`src/rtl/serial_rx_deser.sv`:
```
// rtl/serial_rx_deser.sv - strobed serial frame receiver (start, LSB-first data, optional even parity, stop)
module serial_rx_deser #(
    parameter int DATA_W    = 8,
    parameter int PARITY_EN = 1
) (
    input  logic              ck,
    input  logic              rst_n,
    input  logic              sin,
    input  logic              bit_en,
    output logic [DATA_W-1:0] data_out,
    output logic              data_valid,
    output logic              parity_err,
    output logic              frame_err,
    output logic              busy
);
    localparam int CNT_W = $clog2(DATA_W + 1);
    localparam logic [CNT_W-1:0] LAST_BIT = CNT_W'(DATA_W - 1);

    typedef enum logic [2:0] {
        S_IDLE,
        S_DATA,
        S_PARITY,
        S_STOP,
        S_BREAK
    } state_t;

    state_t            state;
    logic [DATA_W-1:0] shift_q;
    logic [CNT_W-1:0]  cnt_q;
    logic              par_bit;

    // Widened so the shift is a plain slice even when DATA_W is 1.
    logic [DATA_W:0]   shift_in;
    logic              par_bad;

    assign shift_in = {sin, shift_q};
    assign par_bad  = (PARITY_EN != 0) && (par_bit != (^shift_q));

    always_ff @(posedge ck or negedge rst_n) begin
        if (!rst_n) begin
            state      <= S_IDLE;
            shift_q    <= '0;
            cnt_q      <= '0;
            par_bit    <= 1'b0;
            data_out   <= '0;
            data_valid <= 1'b0;
            parity_err <= 1'b0;
            frame_err  <= 1'b0;
            busy       <= 1'b0;
        end else begin
            data_valid <= 1'b0;
            parity_err <= 1'b0;
            frame_err  <= 1'b0;
            if (bit_en) begin
                case (state)
                    S_IDLE: begin
                        if (!sin) begin
                            state   <= S_DATA;
                            shift_q <= '0;
                            cnt_q   <= '0;
                            par_bit <= 1'b0;
                            busy    <= 1'b1;
                        end
                    end
                    S_DATA: begin
                        shift_q <= shift_in[DATA_W:1];
                        cnt_q   <= cnt_q + CNT_W'(1);
                        if (cnt_q == LAST_BIT) begin
                            if (PARITY_EN != 0) begin
                                state <= S_PARITY;
                            end else begin
                                state <= S_STOP;
                            end
                        end
                    end
                    S_PARITY: begin
                        par_bit <= sin;
                        state   <= S_STOP;
                    end
                    S_STOP: begin
                        if (sin) begin
                            data_out   <= shift_q;
                            data_valid <= 1'b1;
                            parity_err <= par_bad;
                            busy       <= 1'b0;
                            state      <= S_IDLE;
                        end else begin
                            frame_err <= 1'b1;
                            state     <= S_BREAK;
                        end
                    end
                    S_BREAK: begin
                        // The release-high sample only ends the break; it cannot start a frame.
                        if (sin) begin
                            busy  <= 1'b0;
                            state <= S_IDLE;
                        end
                    end
                    default: begin
                        busy  <= 1'b0;
                        state <= S_IDLE;
                    end
                endcase
            end
        end
    end
endmodule

```
`config.mk`:
```
export PLATFORM = sky130hd
export DESIGN_NAME = serial_rx_deser
export DESIGN_NICKNAME = d
export VERILOG_FILES = /design/src/rtl/serial_rx_deser.sv
export SDC_FILE = /design/constraint.sdc
export NUM_CORES = 1
export LEC_CHECK = 0
export BUFFER_PORTS_ARGS = -buffer_cell sky130_fd_sc_hd__buf_2
export CAP_MARGIN = 10
export CORE_MARGIN = 8
export CORE_UTILIZATION = 40
export CTS_BUF_LIST = sky130_fd_sc_hd__clkbuf_2
export CTS_CLUSTER_SIZE = 16
export DETAILED_ROUTE_END_ITERATION = 16
export HOLD_SLACK_MARGIN = 0.12
export PLACE_DENSITY = 0.64
export SYNTH_ARGS = -nofsm -noshare
export SYNTH_HDL_FRONTEND = slang
export SYNTH_SLANG_ARGS = --single-unit
```
`constraint.sdc`:
```
create_clock -name ck -period 1.9 [get_ports ck]
set_input_delay 0.19 -clock ck [delete_from_list [all_inputs] [get_ports ck]]
set_output_delay 0.19 -clock ck [all_outputs]
set_load 0.03 [all_outputs]
```
* After elaboration in Yosys (flattened, before gate mapping)
Cells that the tools add are included.
Storage, ports and cells: register bits after elaboration 28, input port bits 4, output and inout bits 12, logic and storage cells 55
Cells by class: $add $sub $neg 1, equality and inequality tests 10, muxes and demuxes 23, bitwise operators 1, reduce and logical (&&, ||, !) cells 11
Operators with widths (number):
- case mux 8 bit (2 select lines) | 1
- case mux 3 bit (5 select lines) | 1
- 2-to-1 mux 1 bit | 12
- 2-to-1 mux 3 bit | 4
- AND reduction 3 bit | 3
- 2-to-1 mux 8 bit | 1
- case mux 4 bit (2 select lines) | 1
- AND reduction 4 bit | 2
- XOR reduction 8 bit | 1
- equality test 3 x 2 -> 1 bit (second input constant) | 2
- != test 2 bit (second input constant) | 3
- adder 4 x 1 -> 4 bit (second input constant) | 1
- equality test 4 x 3 -> 1 bit (second input constant) | 1
- 2-to-1 mux 4 bit | 1
- nonzero test 2 bit | 2
- OR reduction 2 bit | 2
- equality test 3 x 1 -> 1 bit (second input constant) | 1
- equality test 3 bit (second input constant) | 1
- logical NOT 3 bit | 1
- case mux 1 bit (3 select lines) | 1
- != test 2 x 1 -> 1 bit (second input constant) | 1
- case mux 1 bit (2 select lines) | 1
- != test 1 bit | 1
- NOT 1 bit | 1

* Depth between registers and ports, before layout
Gate-level depths: netlist of run 1.
depth after elaboration 5, gate-level depth with buffers 6, gate-level depth less buffers 4

* Least setup slack after synthesis of run 1
Ideal clock, no wire load.
kind register -> register, start point register state[2], end point register data_out[0], library setup time 0.125 ns, data arrival time 1.365 ns, required time 1.775 ns, slack 0.410 ns, stages on the path, launching flop included 5, buffers on the path 1, clock period less this slack 1.490 ns, path through dfrtp_1 > nand2b_4 > or3_1 > buf_6 > mux2_4
On the way: cells in the longest elaborated chain, start to end 2
RTL lines:
- from (decl) | line 27 | state_t state;
- from (signal assigned) | line 41 | state <= S_IDLE;
- from (signal assigned) | line 58 | state <= S_DATA;
- from (signal assigned) | line 70 | state <= S_PARITY;
- equality test 3 x 2 -> 1 bit | line 55 | case (state)
- AND reduction 3 bit (no source line)
- to (signal assigned) | line 82 | data_out <= shift_q;
- to (decl) | line 10 | output logic [DATA_W-1:0] data_out,
No other way between the ends. A chain may end at the register's enable or synchronous reset.

* Worst setup path in the final report of run 1
start point input sin, end point register data_out[6]
On the way: cells in the longest elaborated chain, start to end 1
RTL lines:
- from (decl) | line 8 | input logic sin,
- AND reduction 3 bit (no source line)
No other way between the ends.

==> out/summary.md, run 1 <==
* largest voltage drop on the vdd net: 821 uV
* Final Setup Violations: 0
* Yosys reg bits: 28
* Starting DRT DRC Count: 40
* global placer's final weighted congestion: 0.844
* Tightest Pin Transition: 0.607 ns
* number of gates resized after CTS: 0
* slowest cell on the critical path: sky130_fd_sc_hd__or3_1
* maximum clock insertion buffer count: 2
* category of the most critical setup path: in2reg
* number of standard-cell rows in the floorplan: 20
* number of warnings reported in the yosys synthesis log: 0
* Sinks on Clock Net: 28
* family with the most delay on the worst path: buffers and inverters
* cell depth of the worst flop-to-flop path: 3
* Startpoint Class: input pin
* class of the worst hold path: in2reg
* TritonCTS clock tree: yes
* global routing usage summed across all routing layers: 9.27%
* fmax: 597 MHz
* final critical-path required period: 1.67 ns
* number of flops mapped to enable cells by yosys: 0
* crit share post-route: 88.1%
* crit-path cells: dlygate4sd3_1, buf_2, inv_1, or3_1, mux2_4
* clock skew: 0.00624 ns
* Post CTS Setup Buffer Count: 0
* beginning of the critical path: sin
* DIE HEIGHT: 72.2 um
* ANT nets after route: 0
* vias in the first global route: 815
* Worst R2R Start: state[2]$_DFFE_PN0P_
* total length of routed wires: 2180 um
* routed length per placed instance: 13.1 um
* Final Net Count: 129
* total power: 2620 uW
* Worst Min Path Start: bit_en
* final HPWL from detailed placement: 1540 um
* starting utilization of the core area: 41.7%
* DRC: 0
* Post-synth top cells: 28 x sky130_fd_sc_hd__dfrtp_1, 11 x sky130_fd_sc_hd__a22o_1, 8 x sky130_fd_sc_hd__mux2_4, 8 x sky130_fd_sc_hd__nor2_1, 7 x sky130_fd_sc_hd__o21ai_0
* worst hold path cell count: 3
* Inserted Clock Buffers: 3
* fraction of the yosys area taken by sequential cells: 55.5%
* Crit path largest cell delay: 0.62 ns
* count of buffers from port buffering: 15
* overall overflow remaining after global route: 0
* setup repair after global routing missed its margin: false
* data required time of the critical path: 2.19 ns
* Max Cap Violations: 0
* share of the synthesized area in the top cell type: 55.5%
* Cell Area, Synth: 1260 um2
* leading cell types by total area after synthesis: sky130_fd_sc_hd__dfrtp_1 56%, sky130_fd_sc_hd__mux2_4 9.5%, sky130_fd_sc_hd__a22o_1 7.6%, sky130_fd_sc_hd__xnor2_1 4.2%, sky130_fd_sc_hd__o21ai_0 2.8%
* power density normalized to cell area: 1780 nW/um2
* cell accounting for the most synthesized area: sky130_fd_sc_hd__dfrtp_1
* Core ar.: 3030 um2
* Area growth, synth to finish: 16.7%
* final hold vios: 0
* Ant. Diodes: 0
* fraction of layout cells with a size suffix above 1: 30.9%
* CTS root buf: sky130_fd_sc_hd__clkbuf_2
* initial antenna violation count: 0
* largest net degree at the start of global routing: 29
* Worst Setup End Kind: register
* Mapped Avg Cell Area: 12.5 um2
* Die Span X: 72.2 um
* Crit path buffers/inverters: 3
* global-route wire length before repair: 3820 um
* Slew headroom: 59.5%
* data arrival at the endpoint of the critical path: 1.96 ns
* Final Max Tran Viols: 0
* share of synthesized registers carrying an async set or reset: 100%
* post-synthesis instance total: 101
* most instantiated flip-flop cell in the synthesis netlist: sky130_fd_sc_hd__dfrtp_1
* net count after synthesis: 106
* number of I/O pins: 16
* largest fanout of any net on the critical path: 10
* unique cell type count in the Yosys netlist: 26
* floorplan die area: 5210 um2
* worst-skew pair later-pin latency: 0.36 ns
* number of optimization iterations in the first detailed-route pass: 2
* Leakage Power: 0.000746 uW
* count of vias placed by the detailed router: 811
* vias per cell: 4.86
* path length in cells of the critical path: 5
* leading cell type by number of instances after synthesis: sky130_fd_sc_hd__dfrtp_1
* final sum of negative setup slack: 0 ns
* CTS hold repair buffers: 3
* clock-pin slew reported for the worst setup and hold paths after clock tree synthesis: 0.26 ns
* maximum level of the CTS H-tree: 1
* result of the run: finished clean
placed cells by master, fill, tap and decap left out, types with 2 or more instances in the layout:
cell type                       count
sky130_fd_sc_hd__xnor2_1            6
sky130_fd_sc_hd__inv_1              4
sky130_fd_sc_hd__clkbuf_2           3
sky130_fd_sc_hd__nand2_1            3
sky130_fd_sc_hd__dfrtp_1           28
sky130_fd_sc_hd__o21ai_0            7
sky130_fd_sc_hd__nand3_1            2
sky130_fd_sc_hd__a22o_1            11
sky130_fd_sc_hd__mux2_4             8
sky130_fd_sc_hd__dlygate4sd3_1      3
sky130_fd_sc_hd__buf_2             16
sky130_fd_sc_hd__mux2_2             2
sky130_fd_sc_hd__buf_4              4
sky130_fd_sc_hd__nor3_1             2
sky130_fd_sc_hd__nor2_1             8
sky130_fd_sc_hd__a21oi_1            4
flip-flops by register name, indices dropped and copies added (netlist names):
register    flops
parity_err      1
cnt_q           4
data_valid      1
busy            1
shift_q         8
data_out        8
state           3
par_bit         1
frame_err       1
metrics by stage:
step	std cells	utilization (%)	hold WS [ns]	instance area [um2]	worst slack, ns
floorplan	101	-	-0.106	1260	0.410
global placement	159	46.0	0.237	1390	0.261
detailed placement	159	46.0	0.234	1390	0.190
CTS	166	48.5	0.158	1470	0.113
global route	167	48.7	0.154	1470	0.190
finish	167	48.7	0.171	1470	0.225
metal layers:
metal | track usage, % | part of all wire [%] | up-vias | wire length [um]
li1 | - | - | 404 | -
met1 | 11.3 | 47 | 389 | 1020
met2 | 14.4 | 46 | 14 | 1010
met3 | 3.58 | 5.9 | 4 | 129
met4 | 3.17 | 1.3 | 0 | 29
met5 | 0 | 0 | - | 0
kinds of logic after synthesis:
logic type,share of synthesized area [%]
and+or+nand+nor,8.33
AOI/OAI and AO/OA,14.5
buffers and inverters,3.47
xor gates and xnor gates,5.95
adders and majority gates,0.991
muxes,11.3
DFF,55.5
where the power goes:
part           internal [uW]  leakage [uW]  switching, uW
clock network            181     0.0000266            174
registers                835      0.000359            204
logic                    642      0.000361            582
total                   1660      0.000746            960
final cells by class:
type                            count  area [um2]
Sequential cell                    28         701
Clock inverter                      1        30.0
Clock buffer                        3        15.0
Tap cell                           44        55.1
Timing Repair Buffer               23         140
Multi-Input combinational cell     64         518
Fill cell                         280        1550
Inverter                            4        15.0
path summary, 6_finish.rpt:
kind,end,slack (ns)
worst min register to register,data_out[2]$_DFFE_PN0P_,0.54
worst max register to register,data_out[6]$_DFFE_PN0P_,0.25
worst max-delay path,data_out[6]$_DFFE_PN0P_,0.23
worst min-delay path,state[2]$_DFFE_PN0P_,0.17
max in group asynchronous,cnt_q[3]$_DFFE_PN0P_,1.19
min in group asynchronous,data_valid$_DFF_PN0_,0.32
worst reg2reg max path: cells and delay by family (launching register included):
family,cells,cell delay (ns)
flops,1,0.44
simple gates,2,0.76
mux,1,0.39
No activity file was read; power rests on OpenSTA's default activity.
==> run 2: changes to the inputs <==
GPL_TIMING_DRIVEN = 0   (was unset)
PLACE_DENSITY = 0.61   (was 0.64)
TNS_END_PERCENT = 1   (was unset)
==> out/summary.md, run 2 (synthesized netlist as in run 1, its figures left out) <==
* Tightest Pin Transition: 0.606 ns
* number of optimization iterations in the first detailed-route pass: 4
* Die Span X: 72.2 um
* Crit path largest cell delay: 0.51 ns
* reg-to-reg setup timing slack: 0.29 ns
* Final Max Tran Viols: 0
* category of the most critical setup path: reg2reg
* global placer's final weighted congestion: 0.759
* share of the core filled with cells: 47.6%
* beginning of the critical path: state[2]$_DFFE_PN0P_
* total length of routed wires: 2090 um
* Final Net Count: 129
* number of standard-cell rows in the floorplan: 20
* Worst Setup End Kind: register
* Starting DRT DRC Count: 37
* largest fanout of any net on the critical path: 10
* Sinks on Clock Net: 28
* Worst R2R Start: state[2]$_DFFE_PN0P_
* final hold vios: 0
* largest voltage drop on the vdd net: 565 uV
* Ant. Diodes: 0
* clock-pin slew reported for the worst setup and hold paths after clock tree synthesis: 0.24 ns
* Startpoint Class: register
* Core ar.: 3030 um2
* top library cells by usage in the layout, fill and taps aside: 28 x sky130_fd_sc_hd__dfrtp_1, 17 x sky130_fd_sc_hd__buf_2, 11 x sky130_fd_sc_hd__a22o_1, 8 x sky130_fd_sc_hd__nor2_1, 8 x sky130_fd_sc_hd__mux2_4
* path length in cells of the critical path: 4
* floorplan die area: 5210 um2
* worst setup path end: data_out[6]$_DFFE_PN0P_
* data required time of the critical path: 2.16 ns
* family with the most delay on the worst path: simple AND/OR/NAND/NOR gates
* largest net degree at the start of global routing: 29
* clock skew: 0.00669 ns
* initial antenna violation count: 0
* final HPWL from detailed placement: 1460 um
* largest registers: data_out: 8 flops, shift_q: 8 flops, cnt_q: 4 flops
* power density normalized to cell area: 1690 nW/um2
* cell depth of the worst flop-to-flop path: 4
* CTS root buf: sky130_fd_sc_hd__clkbuf_2
* setup repair after global routing missed its margin: false
* Final Setup Violations: 0
* maximum clock insertion buffer count: 2
* global routing usage summed across all routing layers: 8.79%
* result of the run: finished clean
* most frequent standard cell in the layout excluding fill and tap cells: sky130_fd_sc_hd__dfrtp_1
* number of gates resized after CTS: 0
* DRC: 0
* count of vias placed by the detailed router: 806
* Max Cap Violations: 0
* Inserted Clock Buffers: 3
* ANT nets after route: 0
* capture instance of the worst register-to-register path: data_out[6]$_DFFE_PN0P_
* Leakage Power: 0.000727 uW
* Crit path buffers/inverters: 1
* class of the worst hold path: in2reg
* count of buffers from port buffering: 15
* final sum of negative setup slack: 0 ns
* final critical-path required period: 1.61 ns
* crit-path cells: nand2b_4, or3_1, buf_6, mux2_4
* DIE HEIGHT: 72.2 um
* vias per cell: 4.83
* crit share post-route: 84.5%
* TritonCTS clock tree: yes
* maximum level of the CTS H-tree: 1
* Fill cells: 270
* slowest cell on the critical path: sky130_fd_sc_hd__dfrtp_1
* Area growth, synth to finish: 14.2%
* Slew headroom: 59.6%
* fraction of layout cells with a size suffix above 1: 28.5%
* fmax: 623 MHz
* worst-skew pair later-pin latency: 0.34 ns
* number of I/O pins: 16
* data arrival at the endpoint of the critical path: 1.87 ns
* overall overflow remaining after global route: 0
* starting utilization of the core area: 41.7%
* routed length per placed instance: 12.5 um
* vias in the first global route: 812
* global-route wire length before repair: 3690 um
## run 2: cell types whose count changed in the layout (fill, tap and decap cells not counted)
cell	delta
sky130_fd_sc_hd__clkbuf_1	+2
sky130_fd_sc_hd__buf_4	-4
sky130_fd_sc_hd__bufinv_16	-1
sky130_fd_sc_hd__buf_2	+1
sky130_fd_sc_hd__clkinv_1	+1
sky130_fd_sc_hd__buf_6	+1
## run 2: metrics by stage
stage          instances  hold WS (ns)  instance area, um2  total power, uW  setup slack, ns
5_1_grt              167         0.163                1440             2630            0.213
3_5_place_dp         160         0.239                1390             2250            0.330
6_report             167         0.191                1440             2440            0.294
4_1_cts              167         0.160                1440             2470            0.295
3_3_place_gp         160         0.241                1390             2230            0.344
2_1_floorplan        101        -0.106                1260             1990            0.410
## run 2: final cells by class
| type | count | area (um2) | share of cell area, % |
|---|---|---|---|
| clock buffer | 3 | 15.0 | 1.04 |
| timing repair buffer | 18 | 105 | 7.29 |
| sequential | 28 | 701 | 48.6 |
| inverter | 4 | 15.0 | 1.04 |
| tap | 44 | 55.1 | 3.82 |
| buffer | 5 | 28.8 | 2.00 |
| multi-input combinational | 64 | 518 | 35.9 |
| clock inverter | 1 | 3.75 | 0.260 |
## run 2: how the worst min path moves through the flow
stage / startpoint / cells past startpoint / slack [ns] / to
finish: bit_en / 3 / 0.19 / state[2]$_DFFE_PN0P_
global route: bit_en / 3 / 0.16 / state[2]$_DFFE_PN0P_
CTS: bit_en / 3 / 0.16 / state[2]$_DFFE_PN0P_
detailed placement: rst_n / 1 / 0.24 / data_out[0]$_DFFE_PN0P_
global placement: rst_n / 1 / 0.24 / data_out[0]$_DFFE_PN0P_
floorplan: rst_n / 0 / -0.11 / busy$_DFFE_PN0P_
## run 2: routing by layer
metal  up-vias  share of wire, %  GRT usage (%)
li1        401                 -              -
met1       391                48           11.5
met2        12                46           13.2
met3         2               5.1           2.48
met4         0              0.67           3.40
met5         -                 0              0
## run 2: power by group
| part | internal (uW) | switching, uW | leakage [uW] |
|---|---|---|---|
| logic | 618 | 575 | 0.000354 |
| registers | 835 | 199 | 0.000359 |
| clock network | 45.7 | 164 | 0.0000140 |
## run 2: worst reg2reg max path: cells and delay by family, from the launching register on
| family | cells | cell delay, ns |
|---|---|---|
| buffers and inverters | 1 | 0.16 |
| DFF | 1 | 0.51 |
| muxes | 1 | 0.31 |
| and+or+nand+nor | 2 | 0.55 |
## run 2: repair_timing
item                                   in CTS  in global routing
setup buffers                               0                  0
endpoints found under the hold margin      30                  0
hold buffers                                3                  0
==> run 3: changes to the inputs <==
PLACE_DENSITY = 0.63   (was 0.61)
clock period = 1.45 ns   (was 1.9 ns; I/O delays follow)
==> out/summary.md, run 3 (synthesized netlist as in run 1, its figures left out) <==
* vias in the first global route: 875
* category of the most critical setup path: reg2reg
* data arrival at the endpoint of the critical path: 1.81 ns
* number of optimization iterations in the first detailed-route pass: 4
* final hold vios: 0
* largest registers: data_out: 8 flops, shift_q: 8 flops, cnt_q: 4 flops
* Final Net Count: 134
* Max Cap Violations: 0
* multi-input logic area: 528 um2
* data required time of the critical path: 1.74 ns
* total length of routed wires: 2400 um
* Inserted Clock Buffers: 3
* largest fanout of any net on the critical path: 5
* clock-pin slew reported for the worst setup and hold paths after clock tree synthesis: 0.25 ns
* result of the run: finished with violations
* Starting DRT DRC Count: 32
* fraction of layout cells with a size suffix above 1: 35.9%
* ANT nets after route: 0
* slowest cell on the critical path: sky130_fd_sc_hd__dfrtp_2
* DIE HEIGHT: 72.2 um
* fmax: 659 MHz
* CTS root buf: sky130_fd_sc_hd__clkbuf_2
* number of standard-cell rows in the floorplan: 20
* maximum level of the CTS H-tree: 1
* family with the most delay on the worst path: simple AND/OR/NAND/NOR gates
* power density normalized to cell area: 2290 nW/um2
* top library cells by usage in the layout, fill and taps aside: 27 x sky130_fd_sc_hd__dfrtp_1, 18 x sky130_fd_sc_hd__buf_2, 11 x sky130_fd_sc_hd__a22o_1, 8 x sky130_fd_sc_hd__nor2_1, 8 x sky130_fd_sc_hd__mux2_4
* largest net degree at the start of global routing: 29
* initial antenna violation count: 0
* setup repair after global routing missed its margin: true
* TritonCTS clock tree: yes
* Startpoint Class: register
* clock skew: 0.000944 ns
* Tightest Pin Transition: 0.627 ns
* global placer's final weighted congestion: 0.732
* count of vias placed by the detailed router: 871
* count of buffers from port buffering: 15
* Ant. Diodes: 0
* DRC: 0
* maximum clock insertion buffer count: 2
* violated checks: negative setup slack
* Crit path largest cell delay: 0.49 ns
* global-route wire length before repair: 4060 um
* Die Span X: 72.2 um
* floorplan die area: 5210 um2
* overall overflow remaining after global route: 0
* Slew headroom: 58.2%
* worst-skew pair later-pin latency: 0.36 ns
* final critical-path required period: 1.52 ns
* path length in cells of the critical path: 4
* Fill cells: 260
* reg-to-reg setup timing slack: -0.07 ns
* vias per cell: 5.06
* routed length per placed instance: 14.0 um
* crit share post-route: 105%
* Core ar.: 3030 um2
* combined flip-flop and latch cell area: 702 um2
* worst-case setup margin in the final layout: -0.0681 ns
* most frequent standard cell in the layout excluding fill and tap cells: sky130_fd_sc_hd__dfrtp_1
* largest voltage drop on the vdd net: 983 uV
* Sinks on Clock Net: 28
* Area growth, synth to finish: 21.4%
* Crit path buffers/inverters: 1
* total power: 3500 uW
* class of the worst hold path: in2async
* Final Max Tran Viols: 0
* Leakage Power: 0.000771 uW
* Worst Hold Margin: 0.281 ns
* cell depth of the worst flop-to-flop path: 4
* crit-path cells: nand2b_4, or3_4, buf_8, mux2_4
* starting utilization of the core area: 41.7%
* final HPWL from detailed placement: 1570 um
* number of I/O pins: 16
* Worst Setup End Kind: register
* Final Setup Violations: 8
* global routing usage summed across all routing layers: 9.91%
-- run 3: per-layer routing --
layer	vias to the layer above	GRT usage (%)	routed length (um)
met5	-	0	0
met4	0	4.08	47
met3	7	3.58	120
met2	20	16.2	1140
met1	432	11.4	1090
li1	412	-	-
-- run 3: worst paths after layout --
path,start,endpoint
worst max-delay path,state[2]$_DFFE_PN0P_,data_out[0]$_DFFE_PN0P_
worst min register to register,data_out[3]$_DFFE_PN0P_,data_out[3]$_DFFE_PN0P_
max in group asynchronous,rst_n,state[2]$_DFFE_PN0P_
min in group ck,sin,frame_err$_DFF_PN0_
worst min-delay path,rst_n,data_out[1]$_DFFE_PN0P_
worst max register to register,state[2]$_DFFE_PN0P_,data_out[0]$_DFFE_PN0P_
-- run 3: stage by stage --
step	util (%)	worst slack, ns	setup TNS [ns]	cells	cell area (um2)
after floorplan	-	-0.00255	-0.0204	101	1260
after global placement	46.0	-0.0828	-1.08	160	1390
after detailed placement	46.0	-0.0849	-1.41	160	1390
after CTS	49.1	-0.0532	-0.445	168	1490
after global routing	50.6	-0.0906	-0.831	172	1530
final	50.6	-0.0681	-0.509	172	1530
-- run 3: worst register-to-register path, cell delays in order (launching register included) --
cell                       delay [ns]
sky130_fd_sc_hd__dfrtp_2         0.49
sky130_fd_sc_hd__nand2b_4        0.16
sky130_fd_sc_hd__or3_4           0.36
sky130_fd_sc_hd__buf_8           0.15
sky130_fd_sc_hd__mux2_4          0.29
-- run 3: cell type report --
type / count / share of cell area (%)
tap: 44 / 3.59
clock inverter: 1 / 1.96
clock buffer: 3 / 0.980
sequential: 28 / 45.8
inverter: 4 / 0.980
multi-input combinational: 64 / 34.4
buffer: 5 / 2.69
timing repair buffer: 23 / 9.55
-- run 3: report_power, final --
| part | switching [uW] | internal, uW |
|---|---|---|
| Clock | 229 | 237 |
| Combinational | 800 | 868 |
| Sequential | 274 | 1100 |
| Total | 1300 | 2200 |
-- run 3: what timing repair did --
| item | in CTS | in global routing |
|---|---|---|
| resized for setup | 5 | 8 |
| hold endpoints to repair | 32 | 0 |
| setup buffers | 1 | 3 |
| pin swaps | 0 | 1 |
| cloned | 0 | 1 |
| hold buffers | 3 | 0 |
| setup endpoints to repair | 20 | 18 |
